<file path="src/rtl/alu_wide_sequencer.sv">
// Issues a WORDS x 32-bit operation to a 32-bit combinational ALU, one word per cycle, LSW first.
// Optional: define ALU_SEQ_PERF_CNT_EN to add the ops_done_cnt completed-response counter.
module alu_wide_sequencer #(
  parameter int unsigned WORDS = 4
) (
  input  logic                  clk,
  input  logic                  rst_n,
  input  logic                  req_valid,
  output logic                  req_ready,
  input  logic [2:0]            req_op,
  input  logic                  req_cin,
  input  logic [32*WORDS-1:0]   req_a,
  input  logic [32*WORDS-1:0]   req_b,
  output logic                  rsp_valid,
  input  logic                  rsp_ready,
  output logic [32*WORDS-1:0]   rsp_result,
  output logic                  rsp_zero,
  output logic                  rsp_sign,
  output logic                  rsp_carry,
  output logic                  rsp_ovf,
  output logic                  rsp_illegal,
  output logic [31:0]           alu_a,
  output logic [31:0]           alu_b,
  output logic [5:0]            alu_opcode,
  output logic                  alu_cin,
  input  logic [31:0]           alu_result,
  input  logic                  alu_zero,
  input  logic                  alu_sign,
  input  logic                  alu_carry,
  input  logic                  alu_ovf
`ifdef ALU_SEQ_PERF_CNT_EN
  ,
  output logic [15:0]           ops_done_cnt
`endif
);

  localparam int unsigned DW    = 32 * WORDS;
  localparam int unsigned IDX_W = (WORDS > 1) ? $clog2(WORDS) : 1;

  localparam logic [2:0] OP_ADD  = 3'b000;
  localparam logic [2:0] OP_SUB  = 3'b001;
  localparam logic [2:0] OP_CMP  = 3'b010;
  localparam logic [2:0] OP_AND  = 3'b011;
  localparam logic [2:0] OP_OR   = 3'b100;
  localparam logic [2:0] OP_XOR  = 3'b101;
  localparam logic [2:0] OP_ADDC = 3'b110;
  localparam logic [2:0] OP_RSV  = 3'b111;

  localparam logic [5:0] ALU_ADD = 6'b000000;
  localparam logic [5:0] ALU_ADC = 6'b000001;
  localparam logic [5:0] ALU_SUB = 6'b000010;
  localparam logic [5:0] ALU_SBC = 6'b000011;
  localparam logic [5:0] ALU_AND = 6'b001000;
  localparam logic [5:0] ALU_OR  = 6'b001001;
  localparam logic [5:0] ALU_XOR = 6'b001010;
  localparam logic [5:0] ALU_NOP = 6'b111111;

  typedef enum logic [1:0] {IDLE, EXEC, RESP} state_t;

  // ALU opcode for one word; chained ops switch to the carry-in form above word 0
  function automatic logic [5:0] word_opcode(input logic [2:0] op, input logic first);
    case (op)
      OP_ADD:         return first ? ALU_ADD : ALU_ADC;
      OP_ADDC:        return ALU_ADC;
      OP_SUB, OP_CMP: return first ? ALU_SUB : ALU_SBC;
      OP_AND:         return ALU_AND;
      OP_OR:          return ALU_OR;
      OP_XOR:         return ALU_XOR;
      default:        return ALU_NOP;
    endcase
  endfunction

  state_t            state_q, state_d;
  logic [IDX_W-1:0]  idx_q, idx_d, idx_nxt;
  logic [2:0]        op_q, op_d;
  logic [DW-1:0]     a_q, a_d, b_q, b_d;
  logic              zacc_q, zacc_d;
  logic              req_ready_d, rsp_valid_d;
  logic [DW-1:0]     rsp_result_d;
  logic              rsp_zero_d, rsp_sign_d, rsp_carry_d, rsp_ovf_d, rsp_illegal_d;
  logic [31:0]       alu_a_d, alu_b_d;
  logic [5:0]        alu_opcode_d;
  logic              alu_cin_d;
  logic              is_rsv, is_arith;

  assign is_rsv   = (op_q == OP_RSV);
  assign is_arith = (op_q == OP_ADD) || (op_q == OP_ADDC) || (op_q == OP_SUB) || (op_q == OP_CMP);
  assign idx_nxt  = idx_q + IDX_W'(1);

  // Next-state and next-output logic; ALU-facing outputs are presented one word ahead
  always_comb begin
    state_d       = state_q;
    idx_d         = idx_q;
    op_d          = op_q;
    a_d           = a_q;
    b_d           = b_q;
    zacc_d        = zacc_q;
    req_ready_d   = req_ready;
    rsp_valid_d   = rsp_valid;
    rsp_result_d  = rsp_result;
    rsp_zero_d    = rsp_zero;
    rsp_sign_d    = rsp_sign;
    rsp_carry_d   = rsp_carry;
    rsp_ovf_d     = rsp_ovf;
    rsp_illegal_d = rsp_illegal;
    alu_a_d       = alu_a;
    alu_b_d       = alu_b;
    alu_opcode_d  = alu_opcode;
    alu_cin_d     = alu_cin;

    case (state_q)
      IDLE: begin
        if (req_valid) begin
          state_d       = EXEC;
          op_d          = req_op;
          a_d           = req_a;
          b_d           = req_b;
          idx_d         = '0;
          zacc_d        = 1'b1;
          req_ready_d   = 1'b0;
          rsp_result_d  = '0;
          rsp_zero_d    = 1'b0;
          rsp_sign_d    = 1'b0;
          rsp_carry_d   = 1'b0;
          rsp_ovf_d     = 1'b0;
          rsp_illegal_d = 1'b0;
          alu_a_d       = req_a[31:0];
          alu_b_d       = req_b[31:0];
          alu_opcode_d  = word_opcode(req_op, 1'b1);
          alu_cin_d     = (req_op == OP_ADDC) && req_cin;
        end
      end

      EXEC: begin
        zacc_d = zacc_q & alu_zero;
        if (op_q != OP_CMP && !is_rsv)
          rsp_result_d[32*32'(idx_q) +: 32] = alu_result;
        if (idx_q == IDX_W'(WORDS - 1)) begin
          state_d       = RESP;
          rsp_valid_d   = 1'b1;
          rsp_zero_d    = is_rsv || (zacc_q && alu_zero);
          rsp_sign_d    = !is_rsv && alu_sign;
          rsp_carry_d   = is_arith && alu_carry;
          rsp_ovf_d     = is_arith && alu_ovf;
          rsp_illegal_d = is_rsv;
          alu_a_d       = '0;
          alu_b_d       = '0;
          alu_opcode_d  = ALU_NOP;
          alu_cin_d     = 1'b0;
        end else begin
          idx_d         = idx_nxt;
          alu_a_d       = a_q[32*32'(idx_nxt) +: 32];
          alu_b_d       = b_q[32*32'(idx_nxt) +: 32];
          alu_opcode_d  = word_opcode(op_q, 1'b0);
          alu_cin_d     = alu_carry;
        end
      end

      RESP: begin
        if (rsp_ready) begin
          state_d     = IDLE;
          rsp_valid_d = 1'b0;
          req_ready_d = 1'b1;
        end
      end

      default: state_d = IDLE;
    endcase
  end

  always_ff @(posedge clk or negedge rst_n) begin
    if (!rst_n) begin
      state_q     <= IDLE;
      idx_q       <= '0;
      op_q        <= '0;
      a_q         <= '0;
      b_q         <= '0;
      zacc_q      <= 1'b0;
      req_ready   <= 1'b1;
      rsp_valid   <= 1'b0;
      rsp_result  <= '0;
      rsp_zero    <= 1'b0;
      rsp_sign    <= 1'b0;
      rsp_carry   <= 1'b0;
      rsp_ovf     <= 1'b0;
      rsp_illegal <= 1'b0;
      alu_a       <= '0;
      alu_b       <= '0;
      alu_opcode  <= ALU_NOP;
      alu_cin     <= 1'b0;
    end else begin
      state_q     <= state_d;
      idx_q       <= idx_d;
      op_q        <= op_d;
      a_q         <= a_d;
      b_q         <= b_d;
      zacc_q      <= zacc_d;
      req_ready   <= req_ready_d;
      rsp_valid   <= rsp_valid_d;
      rsp_result  <= rsp_result_d;
      rsp_zero    <= rsp_zero_d;
      rsp_sign    <= rsp_sign_d;
      rsp_carry   <= rsp_carry_d;
      rsp_ovf     <= rsp_ovf_d;
      rsp_illegal <= rsp_illegal_d;
      alu_a       <= alu_a_d;
      alu_b       <= alu_b_d;
      alu_opcode  <= alu_opcode_d;
      alu_cin     <= alu_cin_d;
    end
  end

`ifdef ALU_SEQ_PERF_CNT_EN
  // Completed responses, including reserved ops; wraps naturally at 16 bits
  always_ff @(posedge clk or negedge rst_n) begin
    if (!rst_n)
      ops_done_cnt <= '0;
    else if (rsp_valid && rsp_ready)
      ops_done_cnt <= ops_done_cnt + 16'd1;
  end
`endif

endmodule

</file>
<file path="config.mk">
export PLATFORM = sky130hd
export DESIGN_NAME = alu_wide_sequencer
export DESIGN_NICKNAME = d
export VERILOG_FILES = /design/src/rtl/alu_wide_sequencer.sv
export SDC_FILE = /design/constraint.sdc
export NUM_CORES = 1
export LEC_CHECK = 0
export CAP_MARGIN = 10
export CORE_MARGIN = 3
export CORE_UTILIZATION = 40
export CTS_CLUSTER_SIZE = 20
export DETAILED_ROUTE_END_ITERATION = 7
export PLACE_DENSITY = 0.67
export SLEW_MARGIN = 20
export SYNTH_ARGS = -nofsm -noshare
export SYNTH_HDL_FRONTEND = slang
export SYNTH_SLANG_ARGS = --single-unit
</file>
<file path="constraint.sdc">
create_clock -name clk -period 7.72 [get_ports clk]
set_clock_uncertainty 0.1 [all_clocks]
set_input_delay 1.158 -clock clk [delete_from_list [all_inputs] [get_ports clk]]
set_output_delay 1.158 -clock clk [all_outputs]
set_load 0.005 [all_outputs]
</file>
* After elaboration in Yosys (flattened, before gate mapping) *
Cells that the tools add are included.

storage, ports and cells
  register bits after elaboration = 470
  bits of input ports = 300
  output and inout port bits = 206
  logic and storage cells = 118

cells by class
  $add $sub $neg = 2
  eq/ne operators = 22
  shifts and indexed selects = 4
  mux-type cells = 43
  bitwise logic cells = 1
  reduce and logical (&&, ||, !) cells = 28

operators by type and width
  kind                                                                        count
  128-bit 2-to-1 mux                                                          2
  128-bit case mux with 2 select lines                                        1
  128-bit by 8-bit indexed part select with 32-bit output                     2
  128-bit bitwise mux                                                         1
  32-bit 2-to-1 mux                                                           4
  32-bit case mux with 2 select lines                                         2
  32-bit by 34-bit variable shift with 128-bit output (first input constant)  1
  32-bit by 34-bit indexed part select with 128-bit output                    1
  6-bit case mux with 6 select lines                                          1
  7-bit negation with 34-bit output                                           1
  6-bit case mux with 5 select lines                                          1
  3-bit == test (second input constant)                                       7
  1-bit case mux with 2 select lines                                          9
  3-bit AND reduction                                                         6
  3-bit by 2-bit == test with 1-bit output (second input constant)            4
  1-bit 2-to-1 mux                                                            12
  6-bit 2-to-1 mux                                                            2
  6-bit case mux with 2 select lines                                          1
  2-bit 2-to-1 mux                                                            5
  2-bit inequality test (second input constant)                               5
  3-bit by 1-bit == test with 1-bit output (second input constant)            2
  1-bit logical AND                                                           6
  3-bit logical NOT                                                           2
  2-bit case mux with 3 select lines                                          1
  12 further kinds                                                            21

* Longest topological paths before layout *
Gate-level depths: netlist of run 1.

  word-level depth = 7
  mapped depth = 10
  gate-level depth less buffers = 6

* Worst setup path after synthesis of run 1 *
No wires, ideal clock.

  path type = reg-to-reg
  from = reg idx_q[0]
  to = reg alu_a[0]
  arrival = 2.389 ns
  data required time = 7.493 ns
  path slack = 5.104 ns
  stages on the path, launching flop included = 11
  path buffers = 5
  period minus slack after synthesis = 2.616 ns
  path through = dfrtp_1 -> buf_6 -> buf_6 -> buf_6 -> inv_1 -> ha_1 -> buf_2 -> buf_2 -> mux4_2 -> a221oi_1 -> nor2_1

between the ends
  word-level cells in the longest chain between the ends = 4

RTL lines
  item                                                     RTL line  text
  start, declared                                          74        logic [IDX_W-1:0] idx_q, idx_d, idx_nxt;
  start signal, assigned                                   193       idx_q <= idx_d;
  2-bit by 1-bit adder with 2-bit output                   88        assign idx_nxt = idx_q + IDX_W'(1);
  128-bit by 8-bit indexed part select with 32-bit output  152       alu_a_d = a_q[32*32'(idx_nxt) +: 32];
  32-bit 2-to-1 mux *                                      138       if (idx_q == IDX_W'(WORDS - 1)) begin
  32-bit case mux with 2 select lines *                    111       case (state_q)
  end signal, assigned                                     206       alu_a <= alu_a_d;
  end, declared                                            22        output logic [31:0] alu_a,

Every way passes the cells marked *; elsewhere a longest branch is shown, timed or not.
A chain may end at the register's enable or synchronous reset.

* Final worst setup path of run 1 *
  from = reg idx_q[0]
  to = reg alu_b[23]

between the ends
  word-level cells in the longest chain between the ends = 4

RTL lines
  item                                                     RTL line  text
  2-bit by 1-bit adder with 2-bit output                   88
  128-bit by 8-bit indexed part select with 32-bit output  153       alu_b_d = b_q[32*32'(idx_nxt) +: 32];
  32-bit 2-to-1 mux *                                      138
  32-bit case mux with 2 select lines *                    111
  end signal, assigned                                     207       alu_b <= alu_b_d;
  end, declared                                            23        output logic [31:0] alu_b,

Marked as above.

==> flow_summary_export.csv, run 1 <==
group,metric,value,unit
run_status,status,"finished clean",
floorplan,die_h,229.7,µm
critical_path,worstSetupPathType,"register to register",
cts,cts_buffers,50,
placed_design,io_buffers,505,
cts,cts_tree,"yes",
sta,setup_ws,4065,ps
sta,hold_slack,375.2,ps
grt,overflow,0,
sta,relSlewSlack,30.60,%
floorplan,io_pins,506,
cts,clkTransAtPathRegs,70,ps
sta,finalMaxSlewViolations,0,
drt,drt-total-wl,59.50,mm
cells_and_area,final_cell_mix,"clkdlybuf4s50_1, dfrtp_1, nand2_1",
drt,vias,14390,
critical_path,worst_setup_path_end_kind,"register",
synth,synthFlopType,"dfrtp_1",
synth,synth.avg_cell_area,12.80,µm²
critical_path,crit_path_max_incr_delay,850,ps
drt,first_pass_iters,5,
cts,clockBufferDepth,3,
synth,synth_cell_types,47,
drt,drt_iter0_drc,1020,
cts,post_cts_buffers,0,
floorplan,dieArea,52760,µm²
critical_path,critical_path.slowest_cell,"dfrtp_4",
cells_and_area,final_common_cell,"clkdlybuf4s50_1",
sta,worstMarginPinSlew,1041,ps
critical_path,worstPathCellList,"inv_1 -> ha_4 -> buf_4 -> mux4_2 -> a221oi_1 -> nor2_1",
synth,synth.area.top_cells,"dfrtp_1, mux2_1, mux4_2, nand2_1, mux2_2",
synth,synth_top_area_share,57.89,%
synth,synth_seq_cells,468,
cells_and_area,fillers,4154,
sta,rsz0062_at_grt,"false",
cts,clock_sinks,468,
floorplan,row_count,81,
grt,antenna_found_initial,25,
sta,finalSetupViolCount,0,
floorplan,die_w,229.7,µm
critical_path,crit_arrival,4000,ps
synth,yosysWarnings,0,
grt,grt_pass1_vias,14920,
cts,insertion_delay,590,ps
cts,cts-root-buf,"clkbuf_16",
cells_and_area,stdcell_area,27300,µm²
cts,htreeDepth,2,
cts,holdBufCountCts,0,
grt,grt_usage,22.37,%
synth,syn-num-nets,1867,
placed_design,hpwl,40.06,mm
power,p_per_area,405.3,nW/µm²
grt,grt_pass1_wl,90.72,mm
cells_and_area,finalNetCount,2328,
sta,hold_violations,0,
placed_design,place.gp.congestion,0.8362,
critical_path,path_max_fanout,44,
drt,viasPerCell,5.246,
power,max-vdd-ir-drop,0.3471,mV
critical_path,cp.required,8060,ps
synth,yosysSeqAreaShare,58.55,%
sta,fin_setup_tns,0,ps
floorplan,core_area,49150,µm²
critical_path,worstSetupStartpointType,"register",
floorplan,start_util,40.72,%
cells_and_area,drive_gt1_share,12.20,%
synth,synth_cells,1563,
synth,async_flop_share,100.0,%
synth,synth_edf_count,0,
power,leakage,11.02,nW
sta,timing.fmax,273.6,MHz
placed_design,placed_cell_area,25560,µm²
synth,netlist_area,20010,µm²
drt,drtAntennaViolNets,0,
hold_path,hold_path_class,"register to register",
placed_design,dp_slack,3739,ps
cts,ctsResizeCount,0,
drt,drc,0,
synth,yosys.area.top_type,"dfrtp_1",
sta,period_share,47.35,%
grt,grt_max_degree,157,
drt,wire_per_inst,21.69,µm
cells_and_area,area_growth,36.42,%
power,p_total,0.01106,W
sta,post-route-min-period,3655,ps
flow_run,drv_cap,0,
path summary, 6_finish.rpt:
kind | startpoint | cells after the start | to | slack [ps]
setup / recovery | idx_q[0] | 6 | alu_b[23] | 4060
hold / removal | rsp_result[30] | 2 | rsp_result[30] | 380
setup reg to reg | idx_q[0] | 6 | alu_b[23] | 4060
hold reg to reg | rsp_result[30] | 2 | rsp_result[30] | 380
max in group asynchronous | rst_n | 3 | rsp_result[106] | 5230
min in group asynchronous | rst_n | 1 | a_q[87] | 470
per-layer routing:
| layer | global-route usage, % | wire (µm) |
|---|---|---|
| met3 | 7.445 | 5031 |
| met5 | 0 | 166 |
| met4 | 7.373 | 1711 |
| met2 | 37.12 | 28990 |
| met1 | 27.66 | 23600 |
power breakdown:
group / switching (W) / internal [W] / leakage, nW
registers: 0.000600 / 0.00350 / 5.79
logic: 0.00219 / 0.00229 / 4.39
clock network: 0.00100 / 0.00148 / 0.847
Yosys cell counts (6+ instances only):
| cell type | number |
|---|---|
| a21oi_1 | 6 |
| a221oi_1 | 67 |
| buf_2 | 42 |
| buf_4 | 25 |
| clkbuf_1 | 42 |
| dfrtp_1 | 463 |
| mux2_1 | 189 |
| mux2_2 | 70 |
| mux4_1 | 8 |
| mux4_2 | 56 |
| nand2_1 | 260 |
| nor2_1 | 134 |
| o21ai_0 | 89 |
| o21ai_1 | 45 |
cells by family after synthesis:
group,count (synthesis),share of synthesized area (%)
muxes,325,22.02
adders and majority gates,4,0.2501
buffers and inverters,122,3.213
AOI/OAI and AO/OA,228,7.414
xor gates and xnor gates,4,0.1751
and+or+nand+nor,412,8.377
DFF,468,58.55
worst max-delay path: cells and delay by family, from the launching register on:
kind	cells	cell delay, ps
AO/OA/AOI/OAI	1	420
adder cells (fa/ha/maj)	1	640
buffers and inverters	2	970
flip-flops	1	850
multiplexers	1	400
AND/OR/NAND/NOR	1	90
layout make-up:
type	count	area (µm²)	share of cell area (%)
multi-input cells	973	7736	28.34
repair buffers	526	5255	19.25
clock inverters	18	196.4	0.7195
clock buffers	75	1509	5.527
inverters	5	18.77	0.06874
flip-flops and latches	468	11720	42.93
diodes	14	35.03	0.1283
well taps	664	830.8	3.043
registers in the layout (all words and copies together) (netlist names), 2 cells and up:
| name | cells |
|---|---|
| a_q | 128 |
| b_q | 128 |
| rsp_result | 128 |
| alu_a | 32 |
| alu_b | 32 |
| alu_opcode | 4 |
| op_q | 3 |
| idx_q | 2 |
| state_q | 2 |
stage by stage:
| stage | util, % | std cells |
|---|---|---|
| finish | 55.55 | 2743 |
| global route | 55.53 | 2739 |
| CTS | 55.47 | 2729 |
| detailed placement | 52.00 | 2636 |
| global placement | 52.00 | 2636 |
| floorplan | - | 1563 |
Note: power is estimated with default switching activity, not from simulation.
==> run 2, diff against run 1 <==
--- a/config.mk
+++ b/config.mk
@@ -10,7 +10,7 @@
 export CORE_UTILIZATION = 40
 export CTS_CLUSTER_SIZE = 20
 export DETAILED_ROUTE_END_ITERATION = 7
-export PLACE_DENSITY = 0.67
+export PLACE_DENSITY = 0.7
 export SLEW_MARGIN = 20
 export SYNTH_ARGS = -nofsm -noshare
 export SYNTH_HDL_FRONTEND = slang
==> constraint.sdc (replaced) <==
create_clock -name clk -period 3 [get_ports clk]
set_clock_uncertainty 0.1 [all_clocks]
set_input_delay 0.45 -clock clk [delete_from_list [all_inputs] [get_ports clk]]
set_output_delay 0.45 -clock clk [all_outputs]
set_load 0.005 [all_outputs]
==> run 2 against run 1 <==
Net effect: hold slack got worse by 37 ps; global-route usage up 0.52 points; sequential share of layout area shrank 0.61 points; cell count up 1.1%; critical path type unchanged.
==> flow_summary_export.csv, run 2 (synthesis results as in run 1) <==
group,metric,value,unit
cells_and_area,drive_gt1_share,13.38,%
placed_design,io_buffers,505,
cts,insertion_delay,580,ps
cts,cts-root-buf,"clkbuf_16",
cells_and_area,stdcell_count,2772,
grt,antenna_found_initial,24,
sta,fin_setup_tns,0,ps
cts,ctsResizeCount,0,
power,p_per_area,1041,nW/µm²
floorplan,die_w,229.7,µm
placed_design,hpwl,42.64,mm
sta,worstMarginPinSlew,667.3,ps
critical_path,worstSetupStartpointType,"register",
sta,hold_violations,0,
cells_and_area,final_cell_mix,"clkdlybuf4s50_1, dfrtp_1, nand2_1",
critical_path,rrSetupSlack,490,ps
sta,hold_slack,337.8,ps
sta,relSlewSlack,55.51,%
power,leakage,11.22,nW
drt,drc,0,
grt,grt_max_degree,71,
cells_and_area,register_area,11720,µm²
hold_path,hold_path_class,"primary input to async pin",
critical_path,r2r-end,"alu_b[13]",
sta,setup_ws,488.1,ps
cts,clockBufferDepth,3,
critical_path,cp.required,3360,ps
flow_run,drv_cap,0,
grt,grt_usage,22.90,%
grt,overflow,0,
floorplan,row_count,81,
cells_and_area,area_growth,38.38,%
sta,finalMaxSlewViolations,0,
cts,htreeDepth,2,
cells_and_area,finalNetCount,2361,
power,p_total,0.02883,W
drt,drtAntennaViolNets,0,
critical_path,worstSetupPathType,"register to register",
floorplan,io_pins,506,
grt,grt_pass1_wl,93.51,mm
floorplan,dieArea,52760,µm²
cts,cts_buffers,50,
sta,period_share,83.73,%
grt,grt_pass1_vias,15670,
critical_path,crit_arrival,2870,ps
critical_path,r2r.worst_path.cells,5,
sta,timing.fmax,398.1,MHz
placed_design,dp_cells,2668,
drt,drt_iter0_drc,1030,
drt,wire_per_inst,21.83,µm
critical_path,path_max_fanout,57,
cells_and_area,fillers,4053,
cts,clock_sinks,468,
drt,vias,14630,
cts,cts_tree,"yes",
cells_and_area,multi_input_area,7736,µm²
placed_design,dp_slack,428.9,ps
floorplan,start_util,40.72,%
sta,rsz0062_at_grt,"false",
critical_path,r2r-start,"idx_q[0]",
drt,viasPerCell,5.278,
power,max-vdd-ir-drop,0.8668,mV
floorplan,die_h,229.7,µm
drt,drt-total-wl,60.51,mm
critical_path,worst_setup_path_end_kind,"register",
placed_design,place.gp.congestion,0.8449,
run_status,status,"finished clean",
cells_and_area,final_common_cell,"clkdlybuf4s50_1",
cts,clkTransAtPathRegs,60,ps
sta,post-route-min-period,2512,ps
floorplan,core_area,49150,µm²
drt,first_pass_iters,5,
cells_and_area,top_regs,"a_q: 128 flops, b_q: 128 flops, rsp_result: 128 flops",
sta,finalSetupViolCount,0,
[run 2: changes by cell type in the layout (fill, tap and decap cells not counted), sizes merged]
cell and delta:
clkbuf -3, bufinv -1, inv +3, diode +2, clkinv -4, buf +32, dlygate4sd3 +1, clkinvlp -1
[run 2: timing repair]
item	4_1_cts	5_1_grt
endpoints found under the hold margin	56	0
setup buffers	0	0
hold buffers	1	0
[run 2: where the power goes]
part / switching (W) / total, W / internal [W] / leakage [nW]
clock: 0.00254 / 0.00616 / 0.00362 / 0.809
sequential: 0.00151 / 0.0105 / 0.00901 / 5.79
combinational: 0.00586 / 0.0121 / 0.00628 / 4.63
total: 0.00991 / 0.0288 / 0.0189 / 11.2
[run 2: cell type report]
class	count	area share, %
Antenna cell	16	0.1446
Clock buffer	72	5.250
Clock inverter	15	0.6370
Inverter	5	0.06777
Multi-Input combinational cell	973	27.93
Sequential cell	468	42.32
Tap cell	664	3.000
Timing Repair Buffer	559	20.65
[run 2: through the flow]
step           util [%]  cell area, µm²
2_1_floorplan         -           20010
3_3_place_gp      52.93           26020
6_report          56.34           27700
5_1_grt           56.32           27690
3_5_place_dp      52.93           26020
4_1_cts           56.26           27660
[run 2: worst max-delay path by stage]
stage / from / to / cells after the start
6_report: idx_q[0] / alu_b[13] / 5
5_1_grt: idx_q[0] / rsp_result[114] / 7
4_1_cts: idx_q[0] / rsp_result[55] / 7
3_5_place_dp: idx_q[0] / rsp_result[117] / 7
3_3_place_gp: idx_q[0] / rsp_result[55] / 7
2_1_floorplan: idx_q[0] / alu_a[0] / 10
[run 2: worst max-delay path, cell delays in order (launching register included)]
cell and delay [ps]:
dfrtp_4 420, buf_12 320, buf_4 350, mux4_2 530
a221oi_1 410, nor2_1 90
[run 2: metal layers]
layer  track usage [%]  vias up  wire (µm)
met2             37.73      545      29640
li1                  -     6554          -
met4             9.647       18       2008
met5                 0        -        121
met1             28.08     7393      23580
met3             6.975      122       5161
